--- src/rtl/dr_sync_sink_if.sv ---
`default_nettype none
// ============================================================================
// Module   : dr_sync_sink_if
// Purpose  : Dual-rail channel plus decoded valid/ready token bus.
// Revision : 1.0 - initial release
// ============================================================================
interface dr_sync_sink_if #(
  parameter int WIDTH = 32
);
  logic [WIDTH-1:0][1:0] in;
  logic                  ack_o;
  logic [WIDTH-1:0]      out_data;
  logic                  out_valid;
  logic                  out_ready;

  modport slave (
    input  in,
    output ack_o,
    output out_data,
    output out_valid,
    input  out_ready
  );

  modport master (
    output in,
    input  ack_o,
    input  out_data,
    input  out_valid,
    output out_ready
  );
endinterface
`default_nettype wire

--- src/rtl/dr_sync_sink.sv ---
`default_nettype none
// ============================================================================
// Module   : dr_sync_sink
// Purpose  : Clocked receiver for a TP/FP dual-rail channel with valid/ready out.
// Revision : 1.0 - initial release
// ============================================================================
module dr_sync_sink #(
  parameter int          WIDTH       = 32,
  parameter logic [15:0] ENC         = "TP",
  parameter int          SYNC_STAGES = 2
) (
  input  wire logic        clk,
  input  wire logic        rst_n,
  dr_sync_sink_if.slave    ch,
  output logic             err_o,
  output logic [15:0]      tok_cnt
);

  localparam bit c_fp = (ENC == "FP");

  typedef enum logic [0:0] {
    ST_WAIT_DATA = 1'b0,
    ST_WAIT_NULL = 1'b1
  } state_t;

  state_t r_state;
  state_t w_state_nxt;

  logic [WIDTH-1:0][1:0] r_sync [SYNC_STAGES];
  logic [WIDTH-1:0][1:0] r_hist;
  logic [WIDTH-1:0][1:0] r_s_prev;
  logic [WIDTH-1:0]      r_out_data;
  logic                  r_out_valid;
  logic                  r_ack;
  logic                  r_err;
  logic [15:0]           r_tok_cnt;

  logic [WIDTH-1:0][1:0] w_s;
  logic [WIDTH-1:0][1:0] w_d;
  logic [WIDTH-1:0]      w_bit_done;
  logic [WIDTH-1:0]      w_bit_bad;
  logic [WIDTH-1:0]      w_dec;
  logic                  w_word_done;
  logic                  w_word_bad;
  logic                  w_all_null;
  logic                  w_rail_rise;
  logic                  w_out_free;
  logic                  w_load;
  logic                  w_ack_clr;
  logic                  w_err_set;

  // Every rail passes through the synchronizer; nothing downstream sees ch.in.
  always_ff @(posedge clk or negedge rst_n) begin
    if (!rst_n) begin
      for (int k = 0; k < SYNC_STAGES; k++) begin
        r_sync[k] <= '0;
      end
    end else begin
      r_sync[0] <= ch.in;
      for (int k = 1; k < SYNC_STAGES; k++) begin
        r_sync[k] <= r_sync[k-1];
      end
    end
  end

  assign w_s = r_sync[SYNC_STAGES-1];
  assign w_d = c_fp ? w_s : (w_s ^ r_hist);

  generate
    for (genvar i = 0; i < WIDTH; i++) begin : g_bit
      assign w_bit_done[i] = w_d[i][1] ^ w_d[i][0];
      assign w_bit_bad[i]  = w_d[i][1] & w_d[i][0];
      assign w_dec[i]      = w_d[i][1];
    end
  endgenerate

  assign w_word_done = &w_bit_done;
  assign w_word_bad  = |w_bit_bad;
  assign w_all_null  = ~|w_s;
  assign w_rail_rise = |(w_s & ~r_s_prev);
  assign w_out_free  = ~r_out_valid | ch.out_ready;

  always_ff @(posedge clk or negedge rst_n) begin
    if (!rst_n) begin
      r_state <= ST_WAIT_DATA;
    end else begin
      r_state <= w_state_nxt;
    end
  end

  always_comb begin
    w_state_nxt = r_state;
    w_load      = 1'b0;
    w_ack_clr   = 1'b0;
    w_err_set   = 1'b0;
    case (r_state)
      ST_WAIT_DATA: begin
        if (w_word_bad) begin
          w_err_set = 1'b1;
        end else if (w_word_done && w_out_free) begin
          w_load = 1'b1;
          if (c_fp) begin
            w_state_nxt = ST_WAIT_NULL;
          end
        end
      end
      ST_WAIT_NULL: begin
        if (w_all_null) begin
          w_ack_clr   = 1'b1;
          w_state_nxt = ST_WAIT_DATA;
        end else if (w_rail_rise) begin
          w_err_set = 1'b1;
        end
      end
      default: begin
        w_state_nxt = ST_WAIT_DATA;
      end
    endcase
  end

  // A load on the same edge as a drain keeps out_valid high with the new token.
  always_ff @(posedge clk or negedge rst_n) begin
    if (!rst_n) begin
      r_hist      <= '0;
      r_s_prev    <= '0;
      r_out_data  <= '0;
      r_out_valid <= 1'b0;
      r_ack       <= 1'b0;
      r_err       <= 1'b0;
      r_tok_cnt   <= '0;
    end else begin
      r_s_prev <= w_s;
      if (w_err_set) begin
        r_err <= 1'b1;
      end
      if (w_load) begin
        r_out_data  <= w_dec;
        r_out_valid <= 1'b1;
        r_tok_cnt   <= r_tok_cnt + 16'd1;
        r_ack       <= c_fp ? 1'b1 : ~r_ack;
        if (!c_fp) begin
          r_hist <= w_s;
        end
      end else begin
        if (r_out_valid && ch.out_ready) begin
          r_out_valid <= 1'b0;
        end
        if (w_ack_clr) begin
          r_ack <= 1'b0;
        end
      end
    end
  end

  assign ch.ack_o     = r_ack;
  assign ch.out_data  = r_out_data;
  assign ch.out_valid = r_out_valid;
  assign err_o        = r_err;
  assign tok_cnt      = r_tok_cnt;

endmodule
`default_nettype wire

--- src/flat_wrapper.sv ---
// flat-port wrapper written by rule: the top's interface ports become plain ports
module dr_sync_sink_flat 
#(
  parameter int          WIDTH       = 32,
  parameter logic [15:0] ENC         = "  ",
  parameter int          SYNC_STAGES = 2
)
  (clk, rst_n, err_o, tok_cnt, ch_in, ch_ack_o, ch_out_data, ch_out_valid, ch_out_ready);
  dr_sync_sink_if #(.WIDTH(WIDTH)) ch_i ();
  input  wire logic clk;
  input  wire logic rst_n;
  output logic err_o;
  output logic [15:0] tok_cnt;
  input wire logic [$bits(ch_i.in)-1:0] ch_in;
  output wire logic [$bits(ch_i.ack_o)-1:0] ch_ack_o;
  output wire logic [$bits(ch_i.out_data)-1:0] ch_out_data;
  output wire logic [$bits(ch_i.out_valid)-1:0] ch_out_valid;
  input wire logic [$bits(ch_i.out_ready)-1:0] ch_out_ready;
  assign ch_i.in = ch_in;
  assign ch_ack_o = ch_i.ack_o;
  assign ch_out_data = ch_i.out_data;
  assign ch_out_valid = ch_i.out_valid;
  assign ch_i.out_ready = ch_out_ready;
  dr_sync_sink #(.WIDTH(WIDTH), .ENC(ENC), .SYNC_STAGES(SYNC_STAGES)) u_core (.clk(clk), .rst_n(rst_n), .ch(ch_i), .err_o(err_o), .tok_cnt(tok_cnt));
endmodule
--- config.mk ---
export PLATFORM = sky130hd
export DESIGN_NAME = dr_sync_sink_flat
export DESIGN_NICKNAME = d
export VERILOG_FILES = /design/src/rtl/dr_sync_sink_if.sv /design/src/rtl/dr_sync_sink.sv /design/src/flat_wrapper.sv
export SDC_FILE = /design/constraint.sdc
export NUM_CORES = 1
export LEC_CHECK = 0
export ABC_CLOCK_PERIOD_IN_PS = 4800
export BUFFER_PORTS_ARGS = -buffer_cell sky130_fd_sc_hd__buf_2
export CORE_MARGIN = 2
export CORE_UTILIZATION = 62
export DETAILED_ROUTE_END_ITERATION = 6
export PLACE_DENSITY = 0.8
export SYNTH_ARGS = -nofsm -noshare
export SYNTH_HDL_FRONTEND = slang
export SYNTH_SLANG_ARGS = --single-unit
--- constraint.sdc ---
create_clock -name clk -period 4.8 [get_ports clk]
set_clock_uncertainty 0.15 [all_clocks]
set_input_delay 0.24 -clock clk [delete_from_list [all_inputs] [get_ports clk]]
set_output_delay 0.24 -clock clk [all_outputs]
set_load 0.1 [all_outputs]
==> flow_metrics.tcl <==
set metrics [dict create \
    cts_tree "done" \
    critPathKind "register to register" \
    dieArea_sq_um 19100 \
    grt_overflow 0 \
    arrival_ns 4.27 \
    final_hold_viol_count 0 \
    p_sw_mw 1.16 \
    synthCells 717 \
    seqCellArea_sq_um 7710 \
    rsz0062_at_grt "false" \
    drtIter0Drc 523 \
    stdcell_area_sq_um 13600 \
    insertion_delay_ns 0.55 \
    vias_per_cell 5.56 \
    fin_nets 1022 \
    grt.total_usage 0.270 \
    outcome "finished, final reports clean" \
    yosysWarningCount 0 \
    setup_viol 0 \
    rows 49 \
    vias 6517 \
    power_switching_share 0.213 \
    ios 118 \
    wl_per_cell_um 21.1 \
    whs_path_depth 2 \
    cts_max_path_buffers 3 \
    worst_pin_slew_ns 0.996 \
    grt_pass1_wl_um 40100 \
    powerDensity_nw_per_um2 398 \
    ys_seq_area_frac 0.691 \
    initial_core_util 0.628 \
    p_clk_frac 0.450 \
    core-area_sq_um 17800 \
    multi_input_area_sq_um 3080 \
    worstHoldPathType "primary input to register" \
    fill_cells 1038 \
    cts_buffers 30 \
    max_freq_ghz 0.250 \
    gp_congestion 0.847 \
    hold_end "u_core.r_sync[111]" \
    combPwrFrac 0.042 \
    cts_num_sinks 308 \
    r2r_cells 8 \
    relSlewSlack 0.336 \
    tns_ns 0 \
    cts_resized 0 \
    timing.final.ws_setup_ns 0.806 \
    drt-pass1-iter-count 4 \
    diodes 0 \
    syn-num-nets 817 \
    p_leak_nw 7.02 \
    drv_cap 0 \
    internal_power_mw 4.26 \
    port_buffers 117 \
    place_hpwl_um 15700 \
    seqPwrFrac 0.508 \
    place_ws_ns 0.924 \
    synthFlopType "dfrtp_1" \
    setup.worst_path.end_class "register" \
    slew_violations 0 \
    die_x_um 138 \
    avgSynthCellArea_sq_um 15.6 \
    ctsHoldBuffers 66 \
    post-route-drc-count 0 \
    reg2reg_to "u_core.r_hist[35]" \
    synth_area_sq_um 11200 \
    async_flop_share 1.00 \
    cp_max_fo 58 \
    period_share 0.832 \
    cts_max_level 1 \
    area_delta_synth_final_pct 22.0 \
    finalCriticalPeriod_ns 3.99 \
    rrSetupSlack_ns 0.81 \
    die_h_um 138 \
    synth_edf_count 0 \
    cp-start-kind "register" \
    synth_seq_cells 308 \
    min_from "ch_in[47]" \
    placed_area_sq_um 11900 \
    r2r_start "u_core.r_sync[59]" \
    postCtsSetupBuffers 0 \
    ant_nets 0 \
    antenna_found_initial 0 \
    grt_max_degree 134 \
    synth_cell_types 36 \
    wirelength_um 24700 \
    crit_required_ns 5.08 \
    grt_pass1_vias 7281 \
    drive_gt1_frac 0.278 \
    root_buffer "clkbuf_16" \
    clkTransAtPathRegs_ns 0.07 \
    irDropWorstVdd_mv 0.334 \
]
synthesized netlist by cell type (all sizes together), types with 2 or more instances:
cell type	count	area share
nand4	21	0.012
dfrtp	308	0.69
nand2b	13	0.0073
clkbuf	8	0.0090
nand2	2	0.00067
o2111ai	4	0.0031
inv	54	0.018
mux2	98	0.099
xor2	79	0.062
a221oi	2	0.0016
nand3	5	0.0027
or3	3	0.0017
nor4	35	0.023
o22ai	20	0.011
ha	33	0.037
a21oi	2	0.00090
buf	6	0.0063
and4	2	0.0016
nor2	4	0.0028
nor3	10	0.0045
cell families after synthesis:
kind of cell / Yosys count / synth area share
simple gates: 100 / 0.0589
fa+ha+maj: 33 / 0.0370
flops: 308 / 0.691
compound gates: 31 / 0.0190
xor+xnor: 79 / 0.0620
buf+inv: 68 / 0.0334
mux: 98 / 0.0989
critical path: stages (launching register included):
cell and delay (ns):
dfrtp_1 0.49, xor2_1 0.23, ha_1 0.22, nor4_1 0.56
nand4_1 0.19, or3_1 0.72, nor2_8 0.21, buf_4 0.63
mux2_2 0.44
per-layer routing:
metal  global-route usage  wire [um]
met5                    0          0
met4               0.0789        708
met3               0.0547       1580
met2                0.452      12600
met1                0.364       9870
cell type report:
cell class              instances  area share
flip-flops and latches        308       0.566
multi-input cells             341       0.226
repair buffers                187      0.0954
clock buffers                  42      0.0614
well taps                     229      0.0211
inverters                      54      0.0149
clock inverters                12      0.0148
state kept, by name, summed over array words and instances, names as in the netlist, 16 cells and up:
name / cells
u_core.tok_cnt: 16
u_core.r_sync: 128
u_core.ch.out_data: 32
u_core.r_s_prev: 64
u_core.r_hist: 64
how the worst max path moves through the flow:
stage,startpoint,depth (start not counted),end
2_1_floorplan,u_core.r_sync[44],8,u_core.ch.out_data[0]
3_3_place_gp,u_core.r_sync[59],8,u_core.ch.out_data[31]
3_5_place_dp,u_core.r_sync[59],8,u_core.r_hist[60]
4_1_cts,u_core.r_sync[59],8,u_core.r_hist[60]
5_1_grt,u_core.r_sync[57],8,u_core.ch.out_data[28]
6_report,u_core.r_sync[59],8,u_core.r_hist[35]
cells in the final DEF, fill, tap and decap left out, types with 3 or more instances in the layout:
cell,Yosys,routed
clkbuf_1,1,8
o2111ai_1,4,4
nand3_1,4,4
nor4_2,3,3
clkinv_2,0,4
o22ai_1,20,20
or3_1,3,3
clkbuf_16,0,30
buf_2,1,116
nand4_1,21,21
nor4_1,31,31
xor2_1,79,79
clkbuf_8,7,4
inv_1,54,54
dfrtp_1,308,308
dlygate4sd3_1,0,66
nor2_1,3,3
bufinv_16,0,5
nand2b_1,13,13
ha_1,33,33
mux2_1,9,9
nor3_1,10,10
buf_4,0,3
mux2_2,89,89
per-stage QoR:
stage                      util  hold slack [ns]  total power [mW]  std cells
after global placement    0.670            0.181              2.97       1053
after CTS                 0.765            0.161              5.44       1173
after global routing      0.765            0.165              5.60       1173
after detailed placement  0.670            0.185              2.98       1053
final                     0.765            0.173              5.42       1173
after floorplan               -           -0.206              2.83        717
power groups by stage:
stage	clock [mW]	combinational [mW]	sequential, mW
2_1_floorplan	0	0.0677	2.76
3_3_place_gp	0	0.178	2.79
3_5_place_dp	0	0.184	2.79
4_1_cts	2.46	0.230	2.75
5_1_grt	2.58	0.256	2.76
6_report	2.44	0.229	2.75
No activity file was read; power rests on OpenSTA's default activity.
